===== config.mk =====
export PLATFORM = sky130hd
export DESIGN_NAME = apb4_master
export DESIGN_NICKNAME = d
export VERILOG_FILES = /design/src/rtl/apb4_master.sv
export SDC_FILE = /design/constraint.sdc
export NUM_CORES = 1
export LEC_CHECK = 0
export BUFFER_PORTS_ARGS = -buffer_cell sky130_fd_sc_hd__buf_2
export CORE_MARGIN = 2
export CORE_UTILIZATION = 49
export DETAILED_ROUTE_END_ITERATION = 8
export PLACE_DENSITY = 0.89
export SYNTH_ARGS = -nofsm -noshare
export SYNTH_HDL_FRONTEND = slang
export SYNTH_SLANG_ARGS = --single-unit

===== constraint.sdc =====
create_clock -name pclk -period 3.9 [get_ports pclk]
set_clock_uncertainty 0.2 [all_clocks]
set_input_delay 0.39 -clock pclk [delete_from_list [all_inputs] [get_ports pclk]]
set_output_delay 0.39 -clock pclk [all_outputs]
set_load 0.1 [all_outputs]

===== src/rtl/apb4_master.sv =====
// APB4 master bridge: accepts one command on a valid/ready handshake, runs it as a single
// APB4 transfer (SETUP, then ACCESS until pready or timeout), and returns the result on a
// valid/ready response channel. Only one transfer is in flight at a time.
//
// Ports
//   pclk, presetn                     clock, synchronous active-low reset
//   req_valid_i / req_ready_o         command handshake (ready only when idle)
//   req_write_i, req_addr_i,
//   req_wdata_i, req_strb_i,
//   req_prot_i                        command payload
//   rsp_valid_o / rsp_ready_i         response handshake
//   rsp_rdata_o, rsp_err_o,
//   rsp_timeout_o                     response payload
//   paddr, pprot, psel, penable,
//   pwrite, pwdata, pstrb             APB4 requester outputs
//   pready, prdata, pslverr           APB4 completer inputs (sampled only in ACCESS)
module apb4_master #(
  parameter int unsigned ADDR_WIDTH     = 32,
  parameter int unsigned DATA_WIDTH     = 32,
  parameter int unsigned TIMEOUT_CYCLES = 256
) (
  input  logic                    pclk,
  input  logic                    presetn,
  input  logic                    req_valid_i,
  output logic                    req_ready_o,
  input  logic                    req_write_i,
  input  logic [ADDR_WIDTH-1:0]   req_addr_i,
  input  logic [DATA_WIDTH-1:0]   req_wdata_i,
  input  logic [DATA_WIDTH/8-1:0] req_strb_i,
  input  logic [2:0]              req_prot_i,
  output logic                    rsp_valid_o,
  input  logic                    rsp_ready_i,
  output logic [DATA_WIDTH-1:0]   rsp_rdata_o,
  output logic                    rsp_err_o,
  output logic                    rsp_timeout_o,
  output logic [ADDR_WIDTH-1:0]   paddr,
  output logic [2:0]              pprot,
  output logic                    psel,
  output logic                    penable,
  output logic                    pwrite,
  output logic [DATA_WIDTH-1:0]   pwdata,
  output logic [DATA_WIDTH/8-1:0] pstrb,
  input  logic                    pready,
  input  logic [DATA_WIDTH-1:0]   prdata,
  input  logic                    pslverr
);

  localparam int unsigned StrbW = DATA_WIDTH / 8;
  localparam int unsigned CntW  = (TIMEOUT_CYCLES > 0) ? $clog2(TIMEOUT_CYCLES + 1) : 1;
  localparam logic [CntW-1:0] TimeoutLast =
      CntW'((TIMEOUT_CYCLES == 0) ? 0 : TIMEOUT_CYCLES - 1);

  typedef enum logic [1:0] {StIdle, StSetup, StAccess, StResp} state_e;

  state_e                  state_q, state_d;
  logic [ADDR_WIDTH-1:0]   paddr_q;
  logic [2:0]              pprot_q;
  logic                    pwrite_q;
  logic [DATA_WIDTH-1:0]   pwdata_q;
  logic [StrbW-1:0]        pstrb_q;
  logic [DATA_WIDTH-1:0]   rsp_rdata_q;
  logic                    rsp_err_q;
  logic                    rsp_timeout_q;
  logic [CntW-1:0]         cnt_q;
  logic                    timeout_hit;
  logic                    accept;

  assign accept = (state_q == StIdle) && req_valid_i;

  // Threshold only fires while pready is low, so a same-cycle pready completes normally.
  assign timeout_hit = (TIMEOUT_CYCLES != 0) && !pready && (cnt_q == TimeoutLast);

  always_comb begin
    state_d = state_q;
    unique case (state_q)
      StIdle:   if (req_valid_i) state_d = StSetup;
      StSetup:  state_d = StAccess;
      StAccess: if (pready || timeout_hit) state_d = StResp;
      StResp:   if (rsp_ready_i) state_d = StIdle;
      default:  state_d = StIdle;
    endcase
  end

  always_ff @(posedge pclk) begin
    if (!presetn) begin
      state_q <= StIdle;
    end else begin
      state_q <= state_d;
    end
  end

  always_ff @(posedge pclk) begin
    if (!presetn) begin
      paddr_q       <= '0;
      pprot_q       <= '0;
      pwrite_q      <= 1'b0;
      pwdata_q      <= '0;
      pstrb_q       <= '0;
      rsp_rdata_q   <= '0;
      rsp_err_q     <= 1'b0;
      rsp_timeout_q <= 1'b0;
      cnt_q         <= '0;
    end else begin
      if (accept) begin
        paddr_q  <= req_addr_i;
        pprot_q  <= req_prot_i;
        pwrite_q <= req_write_i;
        pwdata_q <= req_wdata_i;
        // Reads never carry byte strobes.
        pstrb_q  <= req_write_i ? req_strb_i : '0;
        cnt_q    <= '0;
      end
      if (state_q == StAccess) begin
        if (pready) begin
          rsp_err_q     <= pslverr;
          rsp_timeout_q <= 1'b0;
          rsp_rdata_q   <= pwrite_q ? '0 : prdata;
        end else begin
          if (timeout_hit) begin
            rsp_err_q     <= 1'b1;
            rsp_timeout_q <= 1'b1;
            rsp_rdata_q   <= '0;
          end
          if (cnt_q != '1) begin
            cnt_q <= cnt_q + CntW'(1);
          end
        end
      end
    end
  end

  assign req_ready_o   = (state_q == StIdle);
  assign rsp_valid_o   = (state_q == StResp);
  assign psel          = (state_q == StSetup) || (state_q == StAccess);
  assign penable       = (state_q == StAccess);
  assign paddr         = paddr_q;
  assign pprot         = pprot_q;
  assign pwrite        = pwrite_q;
  assign pwdata        = pwdata_q;
  assign pstrb         = pstrb_q;
  assign rsp_rdata_o   = rsp_rdata_q;
  assign rsp_err_o     = rsp_err_q;
  assign rsp_timeout_o = rsp_timeout_q;

endmodule


==> results of run 1 <==
worst min-delay path by stage:
stage	from	to	depth (start not counted)
after floorplan	cnt_q[8]	cnt_q[8]	2
after global placement	rsp_rdata_o[22]	rsp_rdata_o[22]	2
after detailed placement	rsp_rdata_o[23]	rsp_rdata_o[23]	2
after CTS	pslverr	rsp_err_o	4
after global routing	pslverr	rsp_err_o	4
final	pslverr	rsp_err_o	4
layer usage:
metal / vias to the layer above / routed length (um) / part of all wire
li1: 2443 / - / -
met3: 80 / 1112 / 0.069
met1: 2470 / 5797 / 0.36
met2: 313 / 8398 / 0.52
met4: 0 / 813 / 0.050
met5: - / 0 / 0
state kept, by name (all words and copies together), names as in the netlist:
register	flops
cnt_q	9
paddr	32
pprot	3
pstrb	4
pwdata	32
pwrite	1
rsp_err_o	1
rsp_rdata_o	32
rsp_timeout_o	1
state_q	2
Yosys cell counts:
library cell | number | area (um^2)
nand4_1 | 1 | 6.260
nor2b_1 | 3 | 18.77
nand3b_1 | 1 | 7.510
nand3_1 | 45 | 225.2
inv_2 | 1 | 3.750
buf_6 | 1 | 11.26
o21ai_1 | 1 | 5.000
nor4b_1 | 1 | 8.760
ha_1 | 7 | 87.58
a311oi_1 | 3 | 26.28
a211oi_1 | 1 | 7.510
or3_1 | 1 | 6.260
o21ai_0 | 1 | 5.000
o21a_1 | 3 | 22.52
a41oi_1 | 1 | 8.760
nor2_1 | 2 | 7.510
o41ai_1 | 1 | 8.760
and2_1 | 1 | 6.260
or3b_1 | 1 | 8.760
or4_1 | 3 | 22.52
nor3b_1 | 2 | 15.01
a21oi_1 | 109 | 545.5
o31a_1 | 1 | 8.760
clkbuf_1 | 38 | 142.6
nand2b_1 | 3 | 18.77
o211ai_1 | 3 | 22.52
nor3_1 | 1 | 5.000
inv_1 | 5 | 18.77
a31oi_1 | 3 | 18.77
nand2_1 | 178 | 668.1
buf_1 | 2 | 7.510
dfxtp_1 | 117 | 2342
final cells by class:
class,instances,area (um^2),share of cell area
diodes,1,2.502,0.0003484
clock buffers,19,431.7,0.06009
clock inverters,13,196.4,0.02735
inverters,6,23.77,0.003310
multi-input cells,377,1802,0.2508
flip-flops and latches,117,2342,0.3261
well taps,108,135.1,0.01881
repair buffers,336,2250,0.3132
logic make-up (layout without fill, tap and decap cells):
logic type | Yosys count | after routing
simple gates | 243 | 243
buf+inv | 47 | 374
other cells | 0 | 1
compound gates | 127 | 127
fa+ha+maj | 7 | 7
flops | 117 | 117
metrics by stage:
stage	util	instance area [um^2]	power [mW]
2_1_floorplan	-	4318	3.183
4_1_cts	0.8315	7181	5.239
6_report	0.8318	7183	5.273
3_5_place_dp	0.6313	5451	3.517
5_1_grt	0.8318	7183	5.463
3_3_place_gp	0.6313	5451	3.468
power by group through the flow:
stage / Sequential (mW) / Clock [mW] / Combinational, mW
floorplan: 2.49 / 0 / 0.689
global placement: 1.45 / 0 / 2.02
detailed placement: 1.46 / 0 / 2.06
CTS: 1.44 / 1.65 / 2.15
global route: 1.46 / 1.71 / 2.29
finish: 1.45 / 1.63 / 2.20
critical path, stage by stage, from the launching register on:
cell           delay, ns
dfxtp_1             0.33
inv_1               0.13
ha_1                0.24
and2_2              0.67
nand3_1             0.19
dlygate4sd3_1       0.60
a21oi_1             0.14
==> flow_summary.json, run 1 <==
{
  "drt_iter0_drc": 236,
  "rsz0062_at_grt": "false",
  "crit_fanout": 42,
  "cts_tree": "yes",
  "rr_worst_depth": 6,
  "power.internal_mw": 2.823,
  "cp_data_required_time_ns": 4.14,
  "dr.pass1.iters": 5,
  "grt_most_used_layer": "met2",
  "dp_hpwl_um": 8444,
  "post-place-ws_ns": 1.441,
  "grt_usage": 0.3354,
  "synth.cell_area_um2": 4318,
  "synth_compound_area_frac": 0.1573,
  "ys_types": 32,
  "p_switching_mw": 2.450,
  "layout_setup_ws_ns": 1.336,
  "wl_per_cell_um": 16.50,
  "tns_ns": 0,
  "grtUsageMet1": 0.3362,
  "post_synth.cell_area_avg_um2": 7.981,
  "numCtsBuffers": 17,
  "reg2reg_to": "pstrb[2]",
  "status": "finished, final reports clean",
  "cts.sinks": 117,
  "tightestPinTransition_ns": 1.224,
  "io_pins": 220,
  "vias": 5306,
  "initial_core_util": 0.5000,
  "crit_path_end_kind": "flop",
  "clkSlewWorstSetupHoldPaths_ns": 0.06,
  "final_antenna_net_count": 0,
  "instances_no_fill": 977,
  "setup_viol": 0,
  "max_slew_margin": 0.1804,
  "cp-endpoint": "pstrb[2]",
  "pwr-share-comb": 0.416,
  "syn-num-nets": 658,
  "post-cts-setup-buffer-count": 0,
  "synth-simple-area-share": 0.2373,
  "clock_latency_ns": 0.50,
  "synth-seq-cells": 117,
  "hold_buffers": 110,
  "leakage_nw": 3.214,
  "seqPwrFrac": 0.274,
  "synth_xor_area_frac": 0,
  "grt_pass1_wl_um": 25880,
  "yosysSeqAreaShare": 0.5425,
  "dp_cells": 834,
  "grt_start_max_net_pins": 51,
  "synth_mux_area_frac": 0,
  "portBuffers": 219,
  "coreArea_um2": 8636,
  "startpoint_type": "flop",
  "r2r_slack_ns": 1.34,
  "layout_min_cycle_time_ns": 2.564,
  "max_cap_viol_count": 0,
  "drc_errors": 0,
  "power_frac_clock": 0.309,
  "synth_top_family_by_area": "simple AND/OR/NAND/NOR gates",
  "layout_commonest_cell": "buf_2",
  "powerDensity_nw_per_um2": 734.1,
  "timing.rr.start": "state_q[0]",
  "fmax_mhz": 390.1,
  "hp-class": "in -> reg",
  "die_y_um": 97.87,
  "grt_pass1_vias": 5629,
  "cts.htree.levels": 4,
  "core.rowCount": 34,
  "syn_inst": 541,
  "fin_crit_sh": 0.6573,
  "path_class": "reg -> reg",
  "use_met3": 0.09735,
  "place_congestion": 0.8028,
  "ir_drop_mv": 0.5215,
  "p_sw_frac": 0.4647,
  "wirelength_um": 16120,
  "synthAdderAreaFrac": 0.02028,
  "maxSlewViolCount": 0,
  "startpoint": "state_q[0]",
  "layout_common_cells": "219 x buf_2, 177 x nand2_1, 117 x dfxtp_1, 110 x dlygate4sd3_1, 109 x a21oi_1",
  "cts_root_buf": "clkbuf_8",
  "dieArea_um2": 9579,
  "die_w_um": 97.87,
  "cts_resized": 0,
  "drive_gt1_frac": 0.3018,
  "yosys_warnings": 0,
  "clk_path_buf_depth": 2,
  "grt_use_met2": 0.6085,
  "hold_viol_final": 0,
  "grt_antenna_before_repair": 1,
  "vias_per_cell": 5.431,
  "timing.hold.ws_ns": 0.05498,
  "n_fill_cell": 472,
  "overflow": 0,
  "arrival_ns": 2.80,
  "final_nets": 972,
  "syn2layout_area_growth_pct": 66.36
}
(Power assumes the default switching activity.)
==> run 2: changes to the inputs <==
--- a/config.mk
+++ b/config.mk
@@ -7,9 +7,9 @@
 export LEC_CHECK = 0
 export BUFFER_PORTS_ARGS = -buffer_cell sky130_fd_sc_hd__buf_2
 export CORE_MARGIN = 2
-export CORE_UTILIZATION = 49
+export CORE_UTILIZATION = 45
 export DETAILED_ROUTE_END_ITERATION = 8
-export PLACE_DENSITY = 0.89
+export PLACE_DENSITY = 0.83
 export SYNTH_ARGS = -nofsm -noshare
 export SYNTH_HDL_FRONTEND = slang
 export SYNTH_SLANG_ARGS = --single-unit
==> constraint.sdc (replaced) <==
create_clock -name pclk -period 2.6 [get_ports pclk]
set_clock_uncertainty 0.2 [all_clocks]
set_input_delay 0.26 -clock pclk [delete_from_list [all_inputs] [get_ports pclk]]
set_output_delay 0.26 -clock pclk [all_outputs]
set_load 0.1 [all_outputs]
==> flow_summary.json, run 2 (synthesized netlist as in run 1, its figures left out) <==
{
  "status": "finished, final reports clean",
  "timing.hold.ws_ns": 0.03155,
  "place_congestion": 0.7739,
  "timing.rr.start": "cnt_q[0]",
  "startpoint_type": "flop",
  "core.rowCount": 35,
  "tightestPinTransition_ns": 0.5265,
  "register_area_um2": 2342,
  "die_y_um": 102.0,
  "grt_start_max_net_pins": 73,
  "cpMaxStageDelayCell": "or3b_4",
  "cp-endpoint": "cnt_q[6]",
  "max_slew_margin": 0.6514,
  "vias": 5239,
  "multiInputGateArea_um2": 1807,
  "wl_per_cell_um": 15.98,
  "setup_viol": 0,
  "clock_latency_ns": 0.49,
  "p_total_mw": 7.873,
  "p_switching_mw": 3.694,
  "post-cts-setup-buffer-count": 0,
  "layout_setup_ws_ns": 0.2027,
  "rsz0062_at_grt": "false",
  "drt_iter0_drc": 227,
  "powerDensity_nw_per_um2": 1087,
  "dp_cells": 858,
  "n_fill_cell": 549,
  "r2r_slack_ns": 0.20,
  "cp_data_required_time_ns": 2.82,
  "rr_worst_depth": 7,
  "vias_per_cell": 5.234,
  "drive_gt1_frac": 0.3062,
  "power.internal_mw": 4.179,
  "seqPwrFrac": 0.275,
  "layout_common_cells": "219 x buf_2, 177 x nand2_1, 117 x dfxtp_1, 111 x dlygate4sd3_1, 109 x a21oi_1",
  "tns_ns": 0,
  "layout_min_cycle_time_ns": 2.397,
  "fmax_mhz": 417.1,
  "drc_errors": 0,
  "finalInstanceArea_um2": 7246,
  "path_class": "reg -> reg",
  "crit_family": "simple AND/OR/NAND/NOR gates",
  "crit_path_end_kind": "flop",
  "hold_viol_final": 0,
  "numCtsBuffers": 17,
  "reg2reg_to": "cnt_q[6]",
  "io_pins": 220,
  "wirelength_um": 15990,
  "cts_root_buf": "clkbuf_8",
  "fin_crit_sh": 0.9220,
  "grt_pass1_wl_um": 24560,
  "maxSlewViolCount": 0,
  "hp-class": "in -> reg",
  "cts.htree.levels": 4,
  "cp_common_cell": "ha_1",
  "portBuffers": 219,
  "grt_usage": 0.3009,
  "power_frac_clock": 0.298,
  "overflow": 0,
  "leakage_nw": 3.236,
  "clkSlewWorstSetupHoldPaths_ns": 0.05,
  "arrival_ns": 2.62,
  "final_util": 0.7805,
  "critPathBufInv": 0,
  "cts_tree": "yes",
  "pwr-share-comb": 0.426,
  "final_antenna_net_count": 0,
  "path_cells": "ha_1, nand3_1, nor3_1, ha_1, or3b_4, or4_1, a31oi_1",
  "coreArea_um2": 9284,
  "dr.pass1.iters": 5,
  "grt_pass1_vias": 5113,
  "cts.sinks": 117,
  "max_cap_viol_count": 0,
  "instances_no_fill": 1001,
  "placed_cell_area_um2": 5528,
  "p_sw_frac": 0.4692,
  "initial_core_util": 0.4651,
  "ir_drop_mv": 0.5308,
  "grt_antenna_before_repair": 0,
  "dieArea_um2": 10390,
  "antenna_cells": 0,
  "cpPeakStageDelay_ns": 0.46,
  "final_nets": 976,
  "crit_fanout": 11,
  "syn2layout_area_growth_pct": 67.81,
  "die_w_um": 102.0,
  "post-place-ws_ns": 0.1312,
  "dp_hpwl_um": 8525,
  "startpoint": "cnt_q[0]",
  "cp.depth": 7,
  "layout_commonest_cell": "buf_2",
  "clk_path_buf_depth": 2
}
## run 2: worst min-delay path by stage
stage	startpoint	end	slack, ns	depth (start not counted)
final	req_valid_i	cnt_q[1]	0.03	4
after global routing	req_valid_i	cnt_q[8]	0.07	4
after CTS	req_valid_i	cnt_q[1]	0.003	4
after detailed placement	rsp_rdata_o[23]	rsp_rdata_o[23]	0.24	2
after global placement	rsp_rdata_o[31]	rsp_rdata_o[31]	0.24	2
after floorplan	pready	rsp_timeout_o	0.16	1
## run 2: final cells by class
type | instances | area share
Sequential cell | 117 | 0.3233
Timing Repair Buffer | 340 | 0.3184
Multi-Input combinational cell | 377 | 0.2494
Clock buffer | 19 | 0.05958
Clock inverter | 13 | 0.02383
Tap cell | 129 | 0.02228
Inverter | 6 | 0.003281
## run 2: timing repair
item,CTS,global route
hold buffers,111,0
hold endpoints to repair,109,0
resized for setup,0,1
endpoints found under the setup margin,0,5
## run 2: power groups by stage
| stage | clock, mW | combinational (mW) | sequential (mW) |
|---|---|---|---|
| CTS | 2.37 | 3.28 | 2.15 |
| global route | 2.47 | 3.51 | 2.19 |
| finish | 2.35 | 3.36 | 2.17 |
| global placement | 0 | 3.08 | 2.17 |
| floorplan | 0 | 1.04 | 3.74 |
| detailed placement | 0 | 3.13 | 2.19 |
## run 2: tightest hold or removal path, delay by kind of cell
kind                   cells  cell delay, ns
AOI/OAI and AO/OA          1            0.06
buffers and inverters      1            0.10
and+or+nand+nor            2            0.25
## run 2: per-layer routing
| layer | part of all wire | GRT usage |
|---|---|---|
| met5 | 0 | 0 |
| met4 | 0.042 | 0.1579 |
| met3 | 0.090 | 0.1156 |
| met2 | 0.50 | 0.5187 |
| met1 | 0.37 | 0.3191 |
